`src/rtl/mpsoc_glip_arb_pkg.sv`:
```
// Shared types, defaults and helpers for the GLIP channel arbiter.
// Optional statistics are enabled with MPSOC_GLIP_ARB_STATS_EN.
package mpsoc_glip_arb_pkg;

  typedef enum logic {IDLE, BURST} state_t;

  localparam int DEF_NUM_CH      = 4;
  localparam int DEF_WIDTH       = 16;
  localparam int DEF_DEPTH       = 8;
  localparam int DEF_MAX_PKT_LEN = 12;

  function automatic int ch_w(input int n);
    return (n > 1) ? $clog2(n) : 1;
  endfunction

endpackage

```
`src/rtl/mpsoc_glip_lane_fifo.sv`:
```
// First-word-fall-through lane FIFO; head word is visible combinationally.
// Pointers carry one extra wrap bit so full and empty are distinguishable.
module mpsoc_glip_lane_fifo #(
  parameter int WIDTH = 17,
  parameter int DEPTH = 8
) (
  input  logic             clk,
  input  logic             rst,
  input  logic             push,
  input  logic [WIDTH-1:0] push_data,
  input  logic             pop,
  output logic [WIDTH-1:0] head_data,
  output logic             full,
  output logic             empty
);

  localparam int AW = $clog2(DEPTH);

  logic [WIDTH-1:0] mem [DEPTH];
  logic [AW:0]      wr_ptr_reg;
  logic [AW:0]      rd_ptr_reg;
  logic             do_push;
  logic             do_pop;

  assign empty     = (wr_ptr_reg == rd_ptr_reg);
  assign full      = (wr_ptr_reg[AW] != rd_ptr_reg[AW]) &&
                     (wr_ptr_reg[AW-1:0] == rd_ptr_reg[AW-1:0]);
  // A full FIFO refuses a push even when it is popped in the same cycle.
  assign do_push   = push && !full;
  assign do_pop    = pop && !empty;
  assign head_data = mem[rd_ptr_reg[AW-1:0]];

  always_ff @(posedge clk) begin
    if (do_push) mem[wr_ptr_reg[AW-1:0]] <= push_data;
  end

  always_ff @(posedge clk or negedge rst) begin
    if (!rst) begin
      wr_ptr_reg <= '0;
      rd_ptr_reg <= '0;
    end else begin
      if (do_push) wr_ptr_reg <= wr_ptr_reg + 1'b1;
      if (do_pop)  rd_ptr_reg <= rd_ptr_reg + 1'b1;
    end
  end

endmodule

```
`src/rtl/mpsoc_glip_channel_arbiter.sv`:
```
// Packet-aware round-robin N:1 GLIP merger with per-lane FIFOs and runaway truncation.
// Define MPSOC_GLIP_ARB_STATS_EN to add saturating beat/truncation counters.
module mpsoc_glip_channel_arbiter
  import mpsoc_glip_arb_pkg::*;
#(
  parameter int NUM_CH      = DEF_NUM_CH,
  parameter int WIDTH       = DEF_WIDTH,
  parameter int DEPTH       = DEF_DEPTH,
  parameter int MAX_PKT_LEN = DEF_MAX_PKT_LEN,
  localparam int CH_W       = ch_w(NUM_CH)
) (
  input  logic                           clk,
  input  logic                           rst,
  input  logic [NUM_CH-1:0][WIDTH-1:0]   in_data,
  input  logic [NUM_CH-1:0]              in_last,
  input  logic [NUM_CH-1:0]              in_valid,
  output logic [NUM_CH-1:0]              in_ready,
  output logic [WIDTH-1:0]               out_data,
  output logic                           out_last,
  output logic [CH_W-1:0]                out_chan,
  output logic                           out_valid,
  input  logic                           out_ready,
  output logic                           err_trunc
`ifdef MPSOC_GLIP_ARB_STATS_EN
  ,
  output logic [NUM_CH-1:0][31:0]        stat_beats,
  output logic [15:0]                    stat_trunc
`endif
);

  localparam int CNT_W = $clog2(MAX_PKT_LEN + 1);

  logic [NUM_CH-1:0]           full;
  logic [NUM_CH-1:0]           empty;
  logic [NUM_CH-1:0]           pop;
  logic [NUM_CH-1:0][WIDTH:0]  head_word;
  logic [NUM_CH-1:0]           head_last;
  logic [NUM_CH-1:0][WIDTH-1:0] head_data;

  state_t           state_reg, state_next;
  logic [CH_W-1:0]  grant_reg, grant_next;
  logic [CH_W-1:0]  rr_ptr_reg, rr_ptr_next;
  logic [CNT_W-1:0] beat_cnt_reg, beat_cnt_next;
  logic             err_trunc_reg, err_trunc_next;
  logic             pop_beat;
  logic             at_max;
  logic             found;
  logic [CH_W-1:0]  idx;

  genvar gi;
  generate
    for (gi = 0; gi < NUM_CH; gi++) begin : g_lane
      mpsoc_glip_lane_fifo #(.WIDTH(WIDTH + 1), .DEPTH(DEPTH)) u_fifo (
        .clk       (clk),
        .rst       (rst),
        .push      (in_valid[gi]),
        .push_data ({in_last[gi], in_data[gi]}),
        .pop       (pop[gi]),
        .head_data (head_word[gi]),
        .full      (full[gi]),
        .empty     (empty[gi])
      );
      assign in_ready[gi]  = !full[gi];
      assign head_last[gi] = head_word[gi][WIDTH];
      assign head_data[gi] = head_word[gi][WIDTH-1:0];
      assign pop[gi]       = pop_beat && (grant_reg == CH_W'(gi));
    end
  endgenerate

  assign at_max    = (beat_cnt_reg == CNT_W'(MAX_PKT_LEN - 1));
  assign out_chan  = grant_reg;
  assign err_trunc = err_trunc_reg;

  always_ff @(posedge clk or negedge rst) begin
    if (!rst) begin
      state_reg     <= IDLE;
      grant_reg     <= '0;
      rr_ptr_reg    <= CH_W'(NUM_CH - 1);
      beat_cnt_reg  <= '0;
      err_trunc_reg <= 1'b0;
    end else begin
      state_reg     <= state_next;
      grant_reg     <= grant_next;
      rr_ptr_reg    <= rr_ptr_next;
      beat_cnt_reg  <= beat_cnt_next;
      err_trunc_reg <= err_trunc_next;
    end
  end

  always_comb begin
    state_next     = state_reg;
    grant_next     = grant_reg;
    rr_ptr_next    = rr_ptr_reg;
    beat_cnt_next  = beat_cnt_reg;
    err_trunc_next = 1'b0;
    out_valid      = 1'b0;
    out_last       = 1'b0;
    out_data       = '0;
    pop_beat       = 1'b0;
    found          = 1'b0;
    idx            = '0;
    case (state_reg)
      IDLE: begin
        // Scan starts just after the last winner so every lane gets a turn.
        for (int k = 1; k <= NUM_CH; k++) begin
          idx = CH_W'((int'(rr_ptr_reg) + k) % NUM_CH);
          if (!found && !empty[idx]) begin
            found      = 1'b1;
            grant_next = idx;
          end
        end
        if (found) begin
          rr_ptr_next   = grant_next;
          beat_cnt_next = '0;
          state_next    = BURST;
        end
      end
      BURST: begin
        out_valid = !empty[grant_reg];
        if (out_valid) begin
          out_data = head_data[grant_reg];
          out_last = head_last[grant_reg] || at_max;
        end
        pop_beat = out_valid && out_ready;
        if (pop_beat) begin
          beat_cnt_next  = beat_cnt_reg + 1'b1;
          err_trunc_next = at_max && !head_last[grant_reg];
          if (out_last) state_next = IDLE;
        end
      end
      default: state_next = IDLE;
    endcase
  end

`ifdef MPSOC_GLIP_ARB_STATS_EN
  always_ff @(posedge clk or negedge rst) begin
    if (!rst) begin
      stat_beats <= '0;
      stat_trunc <= '0;
    end else begin
      for (int i = 0; i < NUM_CH; i++) begin
        if (pop[i] && (stat_beats[i] != 32'hFFFF_FFFF)) stat_beats[i] <= stat_beats[i] + 32'd1;
      end
      if (err_trunc_reg && (stat_trunc != 16'hFFFF)) stat_trunc <= stat_trunc + 16'd1;
    end
  end
`endif

endmodule

```
`config.mk`:
```
export PLATFORM = sky130hd
export DESIGN_NAME = mpsoc_glip_channel_arbiter
export DESIGN_NICKNAME = d
export VERILOG_FILES = /design/src/rtl/mpsoc_glip_arb_pkg.sv /design/src/rtl/mpsoc_glip_lane_fifo.sv /design/src/rtl/mpsoc_glip_channel_arbiter.sv
export SDC_FILE = /design/constraint.sdc
export NUM_CORES = 1
export LEC_CHECK = 0
export CAP_MARGIN = 5
export CORE_MARGIN = 1.5
export CORE_UTILIZATION = 45
export DETAILED_ROUTE_END_ITERATION = 10
export DONT_BUFFER_PORTS = 1
export MAX_ROUTING_LAYER = met4
export PLACE_DENSITY_LB_ADDON = 0.3
export SYNTH_ARGS = -nofsm -noshare
export SYNTH_HDL_FRONTEND = slang
export SYNTH_SLANG_ARGS = --single-unit
```
`constraint.sdc`:
```
create_clock -name clk -period 4.8 [get_ports clk]
set_clock_uncertainty 0.2 [all_clocks]
set_input_delay 0.48 -clock clk [delete_from_list [all_inputs] [get_ports clk]]
set_output_delay 0.48 -clock clk [all_outputs]
set_load 0.05 [all_outputs]
```
Word level (Yosys, flattened, before mapping)
Memories as Yosys holds them, arrays and structs flattened.
Cells that the tools add are included.
W data, S select, Z words.
{"block": "totals", "register_bits": 42, "mem_bits_rw": 544, "in_bits": 75, "output_inout_bits": 25, "word_cells": 145, "n_memories": 4}
{"block": "classes", "n_addsub": 13, "order_cmp": 5, "eq_ne": 18, "muxes": 50, "bitwise": 1, "reduce_logical": 41}
{"memory": "g_lane[0].u_fifo.mem", "depth": 8, "word_bits": 17, "read_ports": 1, "rd_ports_with_merged_regs": 0, "write_ports": 1, "line": "mpsoc_glip_lane_fifo.sv:19", "rtl": "logic [WIDTH-1:0] mem [DEPTH];"}
{"memory": "g_lane[1].u_fifo.mem", "depth": 8, "word_bits": 17, "read_ports": 1, "rd_ports_with_merged_regs": 0, "write_ports": 1, "line": "mpsoc_glip_lane_fifo.sv:19"}
{"memory": "g_lane[2].u_fifo.mem", "depth": 8, "word_bits": 17, "read_ports": 1, "rd_ports_with_merged_regs": 0, "write_ports": 1, "line": "mpsoc_glip_lane_fifo.sv:19"}
{"memory": "g_lane[3].u_fifo.mem", "depth": 8, "word_bits": 17, "read_ports": 1, "rd_ports_with_merged_regs": 0, "write_ports": 1, "line": "mpsoc_glip_lane_fifo.sv:19"}
{"cell": "$mux W16", "n": 3}
{"cell": "$add A4 B1 Y4 const B", "n": 9}
{"cell": "$bmux W16 S2", "n": 1}
{"cell": "$mux W1", "n": 32}
{"cell": "$logic_and A1 B1 Y1", "n": 21}
{"cell": "$eq A4 B4 Y1", "n": 4}
{"cell": "$logic_not A1 Y1", "n": 16}
{"cell": "$lt A2 B3 Y1 const B", "n": 5}
{"cell": "$bmux W1 S2", "n": 6}
{"cell": "$eq A3 B3 Y1", "n": 4}
{"cell": "$mux W2", "n": 4}
{"cell": "$mux W4", "n": 2}
{"cell": "$pmux W4 S2", "n": 1}
{"cell": "$add A2 B1 Y2 const B", "n": 2}
{"cell": "$add A2 B2 Y2 const B", "n": 2}
{"cell": "$eq A2 B2 Y1 const B", "n": 2}
{"cell": "$eq A4 B4 Y1 const B", "n": 1}
{"cell": "$ne A1 B1 Y1", "n": 4}
{"cell": "$reduce_and A2 Y1", "n": 2}
{"cell": "$eq A2 B1 Y1 const B", "n": 1}
{"cell": "$logic_not A2 Y1", "n": 1}
{"cell": "$ne A2 B1 Y1 const B", "n": 1}
{"cell": "$ne A2 B2 Y1 const B", "n": 1}
{"cell": "$pmux W1 S2", "n": 1}
{"cell": "2 further kinds", "n": 2}

Logic depth before layout (Yosys ltp)
{"block": "logic_depth", "depth_word": 19, "depth_mapped": 10, "mapped_depth_nobuf": 7}

By module
A second synthesis with hierarchy kept.
{"block": "hier_totals", "cells_unflattened": 1168, "hier_area_um2": 24562.3}
{"mod": "mpsoc_glip_lane_fifo at g_lane[2].u_fifo ...", "n_inst": 2, "cells_each": 255, "area_each_um2": 5828.1, "seq_area_each_um2": 4284.1}
{"mod": "mpsoc_glip_lane_fifo at g_lane[0].u_fifo", "n_inst": 1, "cells_each": 255, "area_each_um2": 5820.6, "seq_area_each_um2": 4284.1}
{"mod": "mpsoc_glip_lane_fifo at g_lane[1].u_fifo", "n_inst": 1, "cells_each": 253, "area_each_um2": 5693.0, "seq_area_each_um2": 4284.1}
{"mod": "mpsoc_glip_channel_arbiter", "n_inst": 1, "cells_each": 150, "area_each_um2": 1392.6, "seq_area_each_um2": 252.7}

Worst setup path after synthesis
Ideal clock, no wire load.
{"block": "synth_timing", "kind": "flip-flop to flip-flop", "startpoint": "register g_lane[0].u_fifo.rd_ptr_reg[0]", "endpoint": "memory g_lane[0].u_fifo.mem[4][0], enable pin", "setup_ns": 0.441, "arrival_ns": 3.328, "t_required_ns": 4.159, "path_slack_ns": 0.831, "path_stages_with_launch": 7, "path_buffers": 1, "synth_period_minus_slack_ns": 3.969, "path_cell_list": "dfrtp_1 buf_4 xor2_1 nor3_1 nand2_1 nand2_1 nor4b_1"}
{"block": "synth_between", "elab_chain_len": 6}
{"item": "start, declared", "line": "mpsoc_glip_lane_fifo.sv:21", "rtl": "logic [AW:0] rd_ptr_reg;"}
{"item": "start signal, assigned", "line": "mpsoc_glip_lane_fifo.sv:43", "rtl": "if (do_pop) rd_ptr_reg <= rd_ptr_reg + 1'b1;"}
{"item": "$eq A3 B3 Y1", "line": "mpsoc_glip_lane_fifo.sv:27", "rtl": "(wr_ptr_reg[AW-1:0] == rd_ptr_reg[AW-1:0]);"}
{"item": "$logic_and A1 B1 Y1", "line": "mpsoc_glip_lane_fifo.sv:26", "rtl": "assign full = (wr_ptr_reg[AW] != rd_ptr_reg[AW]) &&"}
{"item": "$logic_not A1 Y1"}
{"item": "net in_ready[0]", "line": "mpsoc_glip_channel_arbiter.sv:17", "rtl": "output logic [NUM_CH-1:0] in_ready,"}
{"item": "$logic_and A1 B1 Y1", "line": "mpsoc_glip_lane_fifo.sv:29", "rtl": "assign do_push = push && !full;"}
{"item": "$mux W1", "line": "mpsoc_glip_lane_fifo.sv:34", "rtl": "if (do_push) mem[wr_ptr_reg[AW-1:0]] <= push_data;"}
{"item": "$mux W1 (not written as such)", "line": "mpsoc_glip_lane_fifo.sv:34"}
{"item": "end, declared", "line": "mpsoc_glip_lane_fifo.sv:19"}
The timed path passes the listed nets, and every way through them passes these cells.

Worst setup path in the final report
{"block": "layout_timing", "startpoint": "register g_lane[2].u_fifo.rd_ptr_reg[0]", "endpoint": "output out_data[12]"}
{"block": "layout_between", "elab_chain_len": 5, "elab_cells_between_ends": 8, "classes_between": "eq/ne (1); mux (6); memory (1)"}
{"item": "start, declared", "line": "mpsoc_glip_lane_fifo.sv:21"}
{"item": "start signal, assigned", "line": "mpsoc_glip_lane_fifo.sv:43"}
{"item": "$mem_v2 Z8 W17 / $eq A4 B4 Y1 (equally long branches)"}
{"item": "$bmux W16 S2 / $bmux W1 S2 (equally long branches)", "line": "mpsoc_glip_channel_arbiter.sv:121, mpsoc_glip_channel_arbiter.sv:119"}
{"item": "$mux W16 (not written as such) / $mux W1 (equally long branches)", "line": "mpsoc_glip_channel_arbiter.sv:121, mpsoc_glip_channel_arbiter.sv:119"}
{"item": "$mux W16 (*)", "line": "mpsoc_glip_channel_arbiter.sv:120", "rtl": "if (out_valid) begin"}
{"item": "$mux W16 (*)", "line": "mpsoc_glip_channel_arbiter.sv:102", "rtl": "case (state_reg)"}
{"item": "end, declared", "line": "mpsoc_glip_channel_arbiter.sv:18", "rtl": "output logic [WIDTH-1:0] out_data,"}
Mark *: on every way between the ends. The rest lies on a longest branch, timed or not. The select of a mux whose other input is x is not followed.

==> reports/qor.log <==
qor: global_routing.grt_use_met2 30.0%
qor: timing.unrepaired_setup_endpoints_after_global_routing false
qor: timing.min_period_over_period 91.8%
qor: synth.number_of_enable_type_register_cells_in_the_synthesized_netlist 544
qor: synth.yosys.cell_types.count 50
qor: die.core 51400 sq um
qor: synth.synth_seq_cells 586
qor: worst_setup_path.path_delay_family simple AND/OR/NAND/NOR gates
qor: synth.synth_cells 1141
qor: cts.clock_latency 640 ps
qor: routing.detail-route-antenna-nets 0
qor: timing.timing.max_slew.rel_slack 29.3%
qor: cts.cts.path.max_buffers 3
qor: cts.ctsRootBufferMaster clkbuf_16
qor: routing.dr_total_vias 11302
qor: worst_setup_path.slowest_stage or4b_1
qor: finish.multi_input_comb_area 5800 sq um
qor: global_routing.first_pass_grt_wire_length 74.2 mm
qor: global_routing.gr-usage-met1 26.6%
qor: worst_hold_path.hold_path.class input pin to flop
qor: timing.slew_violations 0
qor: timing.max_freq 227 MHz
qor: timing.worstMarginPinSlew 1050 ps
qor: finish.mostFrequentLayoutCell edfxtp_1
qor: power_and_ir_drop.total_switching_power 0.00631 W
qor: run_status.run_status complete, no violations
qor: finish.final_layout_size_suffix_gt1_share 25.7%
qor: worst_setup_path.crit_path_frequent_cell buf_4
qor: cts.post_cts_buffers 0
qor: finish.final_cell_mix edfxtp_1, mux4_2, dlygate4sd3_1
qor: placement.number_of_i_o_port_buffers 0
qor: routing.drc 0
qor: synth.yosysTopAreaCellShare 69.8%
qor: power_and_ir_drop.leakagePower 9.00 nW
qor: worst_setup_path.cp_slowest_stage_delay 740 ps
qor: die.total_i_o_pin_count 100
qor: synth.synth_area_per_cell 20.5 sq um
qor: finish.seq_area 17400 sq um
qor: finish.post-route-util 53.3%
qor: routing.wirelength 49.4 mm
qor: global_routing.antenna_violations_before_repair 3
qor: timing.timing.final.setup_violations 0
qor: power_and_ir_drop.worst_ir_drop_vdd 0.616 mV
qor: cts.cts_made_buffers 60
qor: worst_setup_path.setup.worst_path.start_class flop
qor: placement.place.gp.congestion 0.817
qor: power_and_ir_drop.intPower 0.0119 W
qor: routing.detail_route.wl_per_cell 24.6 um
qor: synth.synth_largest_area_cell edfxtp_1
qor: cts.h_tree_lvl_count 2
qor: worst_setup_path.critical_path_buf_inv_count 2
qor: routing.drt_pass1_iterations 5
qor: die.die_height 231 um
qor: die.rows 83
qor: synth.syn-num-nets 1225
qor: timing.setup_total_negative_slack 0 ps
qor: cts.cts.repair.resized 0
qor: cts.cts.clk_slew.worst_paths 60 ps
qor: run.maxCapViolCount 0
qor: finish.areaGrowthSynthToFinish 16.9%
qor: placement.estimated_wirelength_of_the_detail_placed_design 30.8 mm
qor: synth.syn_area 23400 sq um
qor: synth.most_common_flop_cell_mapped_by_yosys edfxtp_1
qor: timing.fin_crit 4410 ps
qor: routing.viasPerCell 5.61
qor: power_and_ir_drop.seqPwrFrac 38.2%
qor: worst_setup_path.crit_path_class flop to output pin
qor: routing.drtIter0Drc 993
qor: global_routing.use_met3 3.85%
qor: timing.hold_fails_final_rpt 0
qor: synth.seq_area_frac_synth 74.3%
qor: cts.hold_buffers 74
qor: global_routing.global_route.overflow_total 0
qor: power_and_ir_drop.power.share.combinational 35.4%
qor: finish.num-nets-final 1365
qor: die.initial_utilization 45.6%
qor: power_and_ir_drop.pwr-share-clk 26.4%
qor: power_and_ir_drop.power.density 664 nW/um^2
qor: synth.synth-async-reset-ratio 7.17%
qor: die.floorplan.die_area 53400 sq um
qor: global_routing.globalRoute.busiestLayer met2
qor: die.fp.dieW 231 um
qor: cts.tritoncts_num_sinks 586
qor: worst_setup_path.crit_chain xor2_1 > or4b_1 > mux4_2 > nand2_1 > buf_4 > nor2_1 > buf_4
qor: finish.largest_reg_flops 544
qor: cts.cts_tree done
qor: synth.synth-warning-count 0
qor: worst_setup_path.timing.critical_path.required 4120 ps
qor: global_routing.grt_pass1_vias 11567
qor: worst_setup_path.worst-path-max-fanout 15
qor: synth.synthTopCellsByArea edfxtp_1, mux4_2, dfrtp_1
qor: global_routing.grt_start_max_net_pins 43
qor: finish.final.fill_count 3960
qor: global_routing.globalRouteTotalUtil 19.5%
qor: worst_setup_path.critical_path.endpoint_type output pin
qor: worst_setup_path.crit_arrival 3730 ps
qor: power_and_ir_drop.power_switching_share 34.7%
power groups by stage:
stage | clock network [W] | logic [W] | registers, W
floorplan | 0 | 0.00460 | 0.00683
global placement | 0 | 0.00635 | 0.00701
detailed placement | 0 | 0.00640 | 0.00706
CTS | 0.00488 | 0.00654 | 0.00696
global route | 0.00507 | 0.00685 | 0.00704
finish | 0.00480 | 0.00643 | 0.00695
cell usage after synthesis, types with 2 or more instances:
master	count
edfxtp_1	544
mux4_2	150
mux2i_1	67
nor2_1	57
dfrtp_1	40
nand2_1	35
clkbuf_1	30
xor2_1	23
buf_2	21
nor3_1	18
xnor2_1	15
nand3_1	13
a21oi_1	12
nand2b_1	12
o21ai_0	10
buf_1	9
ha_1	9
mux2_2	6
nand4_1	5
nor4_1	5
nor4b_1	5
o22ai_1	5
and2_1	4
inv_1	4
mux2_1	3
or3_1	3
or4b_1	3
buf_4	2
buf_6	2
dfstp_2	2
nand3_2	2
nor2b_1	2
nor3b_1	2
o211ai_1	2
o22a_1	2
o31ai_1	2
or4_1	2
routing by layer:
metal,vias up,part of all wire (%),wire length (um)
met4,0,2.8,1370
met1,5939,43,21200
li1,4968,-,-
met3,81,6.2,3080
met2,314,48,23800
met5,-,0,0
cell families after synthesis:
group	share of synthesized area, %
compound gates	1.16
xor+xnor	1.42
fa+ha+maj	0.481
buf+inv	1.31
flops	74.3
mux	17.7
simple gates	3.64
cell type report:
| class | count | share of cell area [%] |
|---|---|---|
| antenna | 2 | 0.0183 |
| timing repair buffer | 142 | 4.63 |
| sequential | 586 | 63.5 |
| tap | 680 | 3.11 |
| multi-input combinational | 486 | 21.2 |
| clock buffer | 74 | 5.68 |
| inverter | 5 | 0.0685 |
| clock inverter | 39 | 1.79 |
worst register-to-register path: cells and delay by family, from the launching register on:
family / cells / cell delay [ps]
XOR/XNOR: 1 / 270
buffers and inverters: 1 / 380
flip-flops: 1 / 660
AND/OR/NAND/NOR: 5 / 1560
final timing paths:
check | start | endpoint | slack, ps | cells past startpoint
worst max-delay path | g_lane[2].u_fifo.rd_ptr_reg[0] | out_data[12] | 390 | 7
worst min-delay path | in_valid[1] | g_lane[1].u_fifo.wr_ptr_reg[0] | 90 | 2
worst max register to register | g_lane[2].u_fifo.rd_ptr_reg[0] | g_lane[2].u_fifo.mem[5][4] | 1400 | 7
worst min register to register | g_lane[0].u_fifo.wr_ptr_reg[3] | g_lane[0].u_fifo.wr_ptr_reg[3] | 280 | 1
max in group asynchronous | rst | rr_ptr_reg[0] | 3950 | 2
min in group asynchronous | rst | g_lane[3].u_fifo.rd_ptr_reg[3] | 160 | 2
metrics by stage:
step / hold WS, ps / cells / setup slack [ps] / total power (W) / instance area (sq um)
finish: 93.7 / 2014 / 394 / 0.0182 / 27400
CTS: 73.4 / 2012 / 351 / 0.0184 / 27400
detailed placement: -9.52 / 1825 / 1050 / 0.0135 / 24600
floorplan: -15.6 / 1141 / 831 / 0.0114 / 23400
global route: 84.5 / 2014 / 206 / 0.0190 / 27400
global placement: -9.50 / 1825 / 1080 / 0.0134 / 24600
Note: power is estimated with default switching activity, not from simulation.
